## src/rtl/qmax_pkg.sv

```systemverilog
// Shared widths and the pipeline-entry record for the Q-max read-compare-write front end.
package qmax_pkg;

  localparam int QMAX_ADDR_WIDTH = 6;
  localparam int QMAX_DATA_WIDTH = 32;
  localparam int QMAX_CNT_WIDTH  = 16;

  typedef struct packed {
    logic                              valid;
    logic [QMAX_ADDR_WIDTH-1:0]        state;
    logic signed [QMAX_DATA_WIDTH-1:0] value;
    logic                              upd;
  } qmax_entry_t;

endpackage

```

## src/rtl/qmax_fwd_sel.sv

```systemverilog
// Picks the freshest known max for the state in stage B: newest in-flight result first,
// then the one-cycle-old history entry, and only then the table read data.
module qmax_fwd_sel
  import qmax_pkg::*;
#(
  parameter int ADDR_WIDTH = QMAX_ADDR_WIDTH,
  parameter int DATA_WIDTH = QMAX_DATA_WIDTH
) (
  input  logic [ADDR_WIDTH-1:0] i_state_b,
  input  logic                  i_c_valid,
  input  logic [ADDR_WIDTH-1:0] i_c_state,
  input  logic [DATA_WIDTH-1:0] i_c_max,
  input  logic                  i_d_valid,
  input  logic [ADDR_WIDTH-1:0] i_d_state,
  input  logic [DATA_WIDTH-1:0] i_d_max,
  input  logic [DATA_WIDTH-1:0] i_tbl_data,
  output logic [DATA_WIDTH-1:0] o_old
);

  logic w_hit_c;
  logic w_hit_d;

  assign w_hit_c = i_c_valid && (i_c_state == i_state_b);
  assign w_hit_d = i_d_valid && (i_d_state == i_state_b);

  always_comb begin
    o_old = i_tbl_data;
    if (w_hit_c) begin
      o_old = i_c_max;
    end else if (w_hit_d) begin
      o_old = i_d_max;
    end
  end

endmodule

```

## src/rtl/qmax_updater.sv

```systemverilog
// Read-compare-write pipeline for the Q-max table: read at A, compare at B, write/report at C,
// with stage D remembering the last committed entry to cover the read-during-write edge.
module qmax_updater
  import qmax_pkg::*;
#(
  parameter int ADDR_WIDTH = QMAX_ADDR_WIDTH,
  parameter int DATA_WIDTH = QMAX_DATA_WIDTH,
  parameter int CNT_WIDTH  = QMAX_CNT_WIDTH
) (
  input  logic                  i_clk,
  input  logic                  i_rst,
  input  logic                  i_valid,
  output logic                  o_ready,
  input  logic [ADDR_WIDTH-1:0] i_state,
  input  logic [DATA_WIDTH-1:0] i_q,
  output logic                  o_tbl_read_en,
  output logic [ADDR_WIDTH-1:0] o_tbl_addr_r,
  input  logic [DATA_WIDTH-1:0] i_tbl_data,
  output logic                  o_tbl_write_en,
  output logic [ADDR_WIDTH-1:0] o_tbl_addr_w,
  output logic [DATA_WIDTH-1:0] o_tbl_data,
  output logic                  o_res_valid,
  output logic [ADDR_WIDTH-1:0] o_res_state,
  output logic [DATA_WIDTH-1:0] o_res_qmax,
  output logic                  o_res_updated,
  output logic [CNT_WIDTH-1:0]  o_wr_count
);

  logic                         w_accept;
  logic signed [DATA_WIDTH-1:0] w_old;
  logic                         w_upd;
  logic signed [DATA_WIDTH-1:0] w_new_max;

  logic                         r_b_valid;
  logic [ADDR_WIDTH-1:0]        r_b_state;
  logic signed [DATA_WIDTH-1:0] r_b_q;

  logic                         r_c_valid;
  logic [ADDR_WIDTH-1:0]        r_c_state;
  logic signed [DATA_WIDTH-1:0] r_c_max;
  logic                         r_c_upd;

  logic                         r_d_valid;
  logic [ADDR_WIDTH-1:0]        r_d_state;
  logic signed [DATA_WIDTH-1:0] r_d_max;

  logic [CNT_WIDTH-1:0]         r_wr_count;

  assign o_ready       = ~i_rst;
  assign w_accept      = i_valid & ~i_rst;
  assign o_tbl_read_en = w_accept;
  assign o_tbl_addr_r  = i_rst ? '0 : i_state;

  qmax_fwd_sel #(
    .ADDR_WIDTH (ADDR_WIDTH),
    .DATA_WIDTH (DATA_WIDTH)
  ) u_fwd_sel (
    .i_state_b  (r_b_state),
    .i_c_valid  (r_c_valid),
    .i_c_state  (r_c_state),
    .i_c_max    (r_c_max),
    .i_d_valid  (r_d_valid),
    .i_d_state  (r_d_state),
    .i_d_max    (r_d_max),
    .i_tbl_data (i_tbl_data),
    .o_old      (w_old)
  );

  // Strict signed compare: an equal candidate leaves the table untouched.
  assign w_upd     = r_b_q > w_old;
  assign w_new_max = w_upd ? r_b_q : w_old;

  always_ff @(posedge i_clk) begin
    if (i_rst) begin
      r_b_valid  <= 1'b0;
      r_b_state  <= '0;
      r_b_q      <= '0;
      r_c_valid  <= 1'b0;
      r_c_state  <= '0;
      r_c_max    <= '0;
      r_c_upd    <= 1'b0;
      r_d_valid  <= 1'b0;
      r_d_state  <= '0;
      r_d_max    <= '0;
      r_wr_count <= '0;
    end else begin
      r_b_valid <= w_accept;
      r_b_state <= i_state;
      r_b_q     <= i_q;

      r_c_valid <= r_b_valid;
      r_c_state <= r_b_state;
      r_c_max   <= w_new_max;
      r_c_upd   <= r_b_valid & w_upd;

      r_d_valid <= r_c_valid;
      r_d_state <= r_c_state;
      r_d_max   <= r_c_max;

      if (o_tbl_write_en && (r_wr_count != {CNT_WIDTH{1'b1}})) begin
        r_wr_count <= r_wr_count + 1'b1;
      end
    end
  end

  assign o_tbl_write_en = r_c_valid & r_c_upd;
  assign o_tbl_addr_w   = r_c_state;
  assign o_tbl_data     = r_c_max;
  assign o_res_valid    = r_c_valid;
  assign o_res_state    = r_c_state;
  assign o_res_qmax     = r_c_max;
  assign o_res_updated  = r_c_upd;
  assign o_wr_count     = r_wr_count;

endmodule
```

## config.mk

```make
export PLATFORM = sky130hd
export DESIGN_NAME = qmax_updater
export DESIGN_NICKNAME = d
export VERILOG_FILES = /design/src/rtl/qmax_pkg.sv /design/src/rtl/qmax_fwd_sel.sv /design/src/rtl/qmax_updater.sv
export SDC_FILE = /design/constraint.sdc
export NUM_CORES = 1
export LEC_CHECK = 0
export CORE_UTILIZATION = 49
export DETAILED_ROUTE_END_ITERATION = 7
export PLACE_DENSITY = 0.81
export SETUP_SLACK_MARGIN = 0.5
export SYNTH_ARGS = -nofsm -noshare
export SYNTH_HDL_FRONTEND = slang
export SYNTH_SLANG_ARGS = --single-unit
```

## constraint.sdc

```tcl
create_clock -name i_clk -period 5.1 [get_ports i_clk]
set_clock_uncertainty 0.1 [all_clocks]
set_input_delay 1.275 -clock i_clk [delete_from_list [all_inputs] [get_ports i_clk]]
set_output_delay 1.275 -clock i_clk [all_outputs]
set_load 0.03 [all_outputs]
```

==> summary.txt <==
Final setup viols: 0
Clock Pin Slew Worst Setup and Hold Paths: 60 ps
Die Area: 13,500 um^2
R2R cell count: 14
EDFF count, synth: 0
Syn avg cell area: 10.5 um^2
Syn Nets: 717
Normalized max-slew margin: 54.5%
Clk Latency, worst-skew pair: 410 ps
Non-Filler Instances: 929
XOR/XNOR Fraction of Synth Area: 3.69%
CP endpoint: o_res_qmax[25]
Most frequent cells after synthesis: dfxtp_1 (134), nor2b_1 (120), nor2_1 (51)
Die width: 116 um
Largest family of logic cells by synthesized area: simple AND/OR/NAND/NOR gates
Antenna Nets Post-Route: 0
Count of cell types in the netlist: 43
RD Place Congestion: 0.802
Post-synthesis register bit count: 134
Tightest Pin Transition: 683 ps
Post-layout min period: 4310 ps
Die Span Y: 116 um
Slew Limit Fails: 0
Max Freq: 0.232 GHz
Pin count of the biggest net entering global routing: 75
Layout cell share with drive strength beyond 1: 14.4%
Top-count cell post-synth: dfxtp_1
P per Cell Area: 343 nW/um^2
Req. time, crit path: 5300 ps
Antenna violations before repair: 0
FFs w/ async S/R, synth: 0%
RSZ-0062 raised after global routing: false
Min-Delay Path Class: register to register
Status: finished clean
Final design utilization: 68.2%
Post-route cell area: 8640 um^2
Max-cap viol count: 0
Kind of critical path: register to register
IO buf count: 175
CP startpoint kind: register
CTS Root Cell: clkbuf_16
Placed instance area: 8000 um^2
Crit Path Max Fanout: 33
Initial Utilization: 50.6%
Post-synthesis adder-cell area fraction: 6.44%
WL final: 13,600 um
Worst vdd ir: 0.230 mV
Final hold vios: 0
Final period util: 84.5%
Mux cell area share after synthesis: 17.8%
Antenna diode count: 0
Total CTS buffers: 17
Vias in the first global route: 4,565
Nets: 851
Row count: 41
Drt first pass iters: 4
Inst Count DP: 898
Post-synthesis simple-gate area fraction: 19.7%
Worst R2R End: o_res_qmax[25]
Most used DFF post-synth: dfxtp_1
Reg2Reg Setup Slack: 790 ps
Crit. Startpoint: o_res_state[0]
Netlist Area Pre-Place: 6410 um^2
Setup_tns: 0 ps
Setup Fix Bufs, Post-CTS: 0
Global route overflow: 0
Global-route wire length before repair: 21,500 um
Synth area leaders: dfxtp_1 (42%), nor2b_1 (12%), mux2_4 (6.6%)
Proportion of netlist area held by the largest area contributor: 41.9%
Hold Buf Count CTS: 0
Seq/Total Area, Yosys: 41.9%
CTS tree: done
Clk buf depth: 2
Routed WL per cell: 14.7 um
Total power draw: 2.97 mW
CP endpoint kind: register
Total track usage: 20.9%
Leakage: 3.69 nW
Num ports: 176
Area leader, netlist: dfxtp_1
Resized Gates After CTS: 0
Initial DRC Count: 179
P&R area growth vs syn: 34.8%
CP arrival: 4510 ps
Post-DP HPWL: 9890 um
DRC errors left: 0
Core footprint: 12,700 um^2
CTS Sinks: 134
YS warnings: 0
Compound-gate portion of the synthesized area: 3.28%
H-Tree Depth: 4
Vias per cell: 4.94
DR vias: 4,585
Post-Syn Instances: 611
Reg-to-Reg Start: o_res_state[0]
## critical path, cell delays in order, from the launching register on
cell and delay, ps:
dfxtp_1 400, xnor2_1 130, nand4_1 110, or4_2 540, buf_4 330, mux2i_1 280, ha_1 290, a21oi_1 180
o21ai_0 130, a221oi_2 350, o311ai_2 130, o311a_2 420, a31oi_4 200, buf_4 280, mux2_4 330
## state kept, by name, summed over array words and instances, names as in the netlist, named ones only
name / flops
o_res_qmax: 31
o_res_state: 6
o_res_updated: 1
o_res_valid: 1
o_wr_count: 16
r_b_q: 32
r_b_state: 6
r_b_valid: 1
r_d_max: 32
r_d_state: 6
r_d_valid: 1
## layout make-up
cell class              instances  area (um^2)
multi-input cells             407         3300
fillers                       955         4030
flip-flops and latches        134         2680
inverters                       3         11.3
clock buffers                  24          502
well taps                     172          215
clock inverters                 7          118
repair buffers                182         1810
## per-stage QoR
step	hold slack, ps	worst slack (ps)
3_3_place_gp	348	250
2_1_floorplan	340	1000
3_5_place_dp	364	324
5_1_grt	399	502
4_1_cts	374	591
6_report	372	793
## power breakdown
| group | switching (mW) | internal, mW | leakage (nW) |
|---|---|---|---|
| clock network | 0.431 | 0.831 | 0.306 |
| logic | 0.270 | 0.275 | 2.28 |
| registers | 0.0464 | 1.11 | 1.10 |
## cells by family after synthesis
family | after synthesis
multiplexers | 96
AO/OA/AOI/OAI | 28
adder cells (fa/ha/maj) | 33
flip-flops | 134
XOR/XNOR | 27
AND/OR/NAND/NOR | 223
buffers and inverters | 70
## metal layers
metal / vias to the layer above / global-route usage (%) / share of wire [%]
met5: - / 0 / 0
met4: 0 / 7.95 / 1.3
met3: 18 / 4.93 / 4.3
met2: 118 / 37.3 / 50
met1: 2165 / 24.2 / 44
li1: 2284 / - / -
## cell usage in the layout, fill, tap and decap left out, types with 2 or more instances in the layout
| cell | netlist | final |
|---|---|---|
| nor2_1 | 51 | 51 |
| inv_1 | 3 | 3 |
| o21ai_0 | 3 | 3 |
| nor3_1 | 2 | 2 |
| and3_1 | 3 | 3 |
| nand4_1 | 11 | 11 |
| bufinv_16 | 0 | 3 |
| and4_1 | 3 | 3 |
| xor2_1 | 18 | 18 |
| clkbuf_8 | 0 | 5 |
| a21oi_1 | 10 | 10 |
| nand3_1 | 10 | 10 |
| and2_1 | 2 | 2 |
| nand2_1 | 13 | 13 |
| clkinv_2 | 0 | 2 |
| mux2_2 | 34 | 34 |
| clkbuf_16 | 0 | 17 |
| o31a_1 | 2 | 2 |
| nor2b_1 | 120 | 120 |
| mux2_4 | 28 | 28 |
| clkinv_4 | 0 | 2 |
| o211ai_1 | 2 | 2 |
| buf_4 | 38 | 7 |
| xnor2_1 | 9 | 9 |
| dfxtp_1 | 134 | 134 |
| clkbuf_1 | 19 | 2 |
| nor4_4 | 1 | 3 |
| clkdlybuf4s50_1 | 0 | 174 |
| mux2i_1 | 34 | 34 |
| a21o_1 | 2 | 2 |
| ha_1 | 33 | 33 |
## worst min-delay path by stage
stage               from          end  slack [ps]  cells after the start
6_report       r_b_valid  o_res_valid         370                      1
5_1_grt        r_b_valid  o_res_valid         400                      1
4_1_cts        r_b_valid  o_res_valid         370                      1
3_5_place_dp   r_b_valid  o_res_valid         360                      1
3_3_place_gp   r_b_valid  o_res_valid         350                      1
2_1_floorplan  r_b_valid  o_res_valid         340                      1
(Power assumes the default switching activity.)
==> edit, RTL diff (same flow settings) <==
Make the reset (`i_rst`) asynchronous in one clocked block.
--- a/src/rtl/qmax_updater.sv
+++ b/src/rtl/qmax_updater.sv
@@ -70,7 +70,7 @@
   assign w_upd     = r_b_q > w_old;
   assign w_new_max = w_upd ? r_b_q : w_old;
 
-  always_ff @(posedge i_clk) begin
+  always_ff @(posedge i_clk or posedge i_rst) begin
     if (i_rst) begin
       r_b_valid  <= 1'b0;
       r_b_state  <= '0;
Function: differs if i_rst is asserted again (counterexample within 4 cycles, from zero or initial values and one cycle with i_rst high); with i_rst held inactive, the same outputs for 10 cycles.
==> edit against the original RTL <==
- cell count rose by 0.86%
- final area increased by 5.6%
- sequential share of layout area is 5.7 points higher
- count of clock-buffer cells in the layout stayed put
- first-iteration DRC count grew 49%
- sequential power rose by 12%
- worst setup slack gained 0.023 ns
- power is 15% higher
- critical path depth is 1 higher
- sequential cell count unchanged
- wire length rose by 15%
- area after synthesis increased by 7.2%
==> edit: results (changes against the original RTL) <==
INFO  metric run_status = completed
INFO  metric cts_buffers = 17 (unchanged)
INFO  metric place_hpwl = 10.9 mm (+9.9%)
INFO  metric layout-drive-gt1-share = 10.1% (-4.3 points)
INFO  metric cell_leakage_power = 3.86 nW (+4.8%)
INFO  metric met1_length = 6.58 mm (+9.7%)
INFO  metric power_report.internal_total = 0.00240 W (+8.0%)
INFO  metric seq_area_frac_synth = 48.8% (+6.9 points)
INFO  metric global_route.usage.met1 = 28.1% (+3.9 points)
INFO  metric clock_insertion_delay_worst_skew = 0.42 ns
INFO  metric worstPathArrival = 4.49 ns (-0.02 ns)
INFO  metric dominantRegCellSynth = sky130_fd_sc_hd__dfrtp_1
INFO  metric post_synth.cell_area_avg = 11.2 µm² (+6.9%)
INFO  metric worst_max_slew_pin_slew = 0.978 ns (+0.295 ns)
INFO  metric dr.first_iter.drc_count = 266 (+49%)
INFO  metric synth_compound_gate_area_share = 10.0% (+6.7 points)
INFO  metric netlist_top_cells_count = 134 x sky130_fd_sc_hd__dfrtp_1, 40 x sky130_fd_sc_hd__buf_4, 38 x sky130_fd_sc_hd__nor2b_1
INFO  metric synth.area.mux_share = 9.91% (-7.9 points)
INFO  metric grt_pass1_vias = 5236 (+15%)
INFO  metric dr_wl_met2 = 8.08 mm (+17%)
INFO  metric drtPass1Iterations = 5 (+1)
INFO  metric synth_fp_nets = 719 (+0.28%)
INFO  metric netlist_top_cells_area = sky130_fd_sc_hd__dfrtp_1 49%, sky130_fd_sc_hd__ha_1 6.0%, sky130_fd_sc_hd__mux2_2 5.1%, sky130_fd_sc_hd__mux2i_1 4.7%, sky130_fd_sc_hd__o32a_1 4.7%
INFO  metric first_pass_grt_wire_length = 25.7 mm (+19%)
INFO  metric largest_net_degree_at_the_start_of_global_routing = 79 (+5.3%)
INFO  metric nNetsFinal = 858 (+0.82%)
INFO  metric grt.met3_usage = 5.52% (+0.59 points)
INFO  metric fillCellCount = 1008 (+5.5%)
INFO  metric gp_routability_congestion = 0.798 (-0.40%)
INFO  metric synth_xor_area_share = 3.57% (-0.12 points)
INFO  metric grt_use_total = 23.0% (+2.0 points)
INFO  metric post_synth_num_cell_types = 39 (-9.3%)
INFO  metric clock_path_buffers = 2 (unchanged)
INFO  metric placed_cells = 909 (+1.2%)
INFO  metric dr_total_vias = 5051 (+10%)
INFO  metric routed_wire_length_per_instance = 16.8 µm (+14%)
INFO  metric groute.layer.met2.usage = 39.6% (+2.3 points)
INFO  metric met3_wirelength = 821 µm (+41%)
INFO  metric via_density_per_instance = 5.39 (+9.2%)
INFO  metric post_cts_buffers = 0 (unchanged)
INFO  metric synthAdderAreaFrac = 6.01% (-0.43 points)
INFO  metric max-vdd-ir-drop = 0.383 mV (+67%)
INFO  metric synth_async_sr_flop_share = 100% (+100 points)
INFO  metric crit_fanout = 46 (+39%)
INFO  metric postPlaceCellArea = 8510 µm² (+6.5%)
==> edit: cell types whose count changed after synthesis, moves of 16 or more <==
cell                      change
sky130_fd_sc_hd__and3_1      +31
sky130_fd_sc_hd__dfrtp_1    +134
sky130_fd_sc_hd__dfxtp_1    -134
sky130_fd_sc_hd__inv_1       +33
sky130_fd_sc_hd__mux2_4      -28
sky130_fd_sc_hd__nor2_1      -16
sky130_fd_sc_hd__nor2b_1     -82
sky130_fd_sc_hd__o21ai_0     +31
sky130_fd_sc_hd__o32a_1      +32
==> edit: path summary, 6_finish.rpt <==
kind | cells after the start | endpoint | slack, ns | from
min reg2reg | 0 | o_res_valid | 0.26 | r_b_valid
min in group asynchronous | 3 | r_d_state[2] | 1.57 | i_rst
min | 0 | o_res_valid | 0.26 | r_b_valid
max | 15 | o_res_qmax[3] | 0.82 | r_b_state[2]
max in group asynchronous | 4 | r_d_max[9] | 1.86 | i_rst
max reg2reg | 15 | o_res_qmax[3] | 0.82 | r_b_state[2]
==> edit: layout make-up <==
type / instances / area [µm²] / share of cell area [%]
clock inverter: 4 / 95.1 / 1.04
clock buffer: 24 / 492 / 5.39
inverter: 36 / 139 / 1.52
multi-input combinational: 377 / 2940 / 32.3
timing repair buffer: 186 / 1880 / 20.6
tap: 176 / 220 / 2.41
sequential: 134 / 3350 / 36.8
==> edit: per-stage QoR <==
| step | hold WS [ns] | worst slack [ns] |
|---|---|---|
| 5_1_grt | 0.287 | 0.536 |
| 3_5_place_dp | 0.253 | 0.427 |
| 2_1_floorplan | 0.246 | 0.719 |
| 4_1_cts | 0.266 | 0.526 |
| 6_report | 0.263 | 0.815 |
| 3_3_place_gp | 0.252 | 0.585 |
==> edit: power groups by stage <==
stage	clock, W	sequential, W	combinational, W
2_1_floorplan	0	0.00141	0.000466
3_3_place_gp	0	0.00130	0.000848
3_5_place_dp	0	0.00132	0.000870
4_1_cts	0.00125	0.00130	0.000876
5_1_grt	0.00129	0.00132	0.000930
6_report	0.00123	0.00130	0.000873
==> edit: worst max-delay path, cell delays in order, from the launching register on <==
cell and delay (ns):
sky130_fd_sc_hd__dfrtp_1 0.42, sky130_fd_sc_hd__xnor2_1 0.18, sky130_fd_sc_hd__nand4_1 0.19, sky130_fd_sc_hd__nor4_4 0.22, sky130_fd_sc_hd__buf_12 0.27, sky130_fd_sc_hd__mux2_2 0.36
sky130_fd_sc_hd__mux2i_1 0.22, sky130_fd_sc_hd__ha_1 0.30, sky130_fd_sc_hd__a21oi_1 0.16, sky130_fd_sc_hd__o21ai_0 0.17, sky130_fd_sc_hd__a221o_1 0.35, sky130_fd_sc_hd__or3_4 0.39
sky130_fd_sc_hd__o21ai_4 0.20, sky130_fd_sc_hd__buf_8 0.26, sky130_fd_sc_hd__o21ai_0 0.16, sky130_fd_sc_hd__o32a_1 0.22
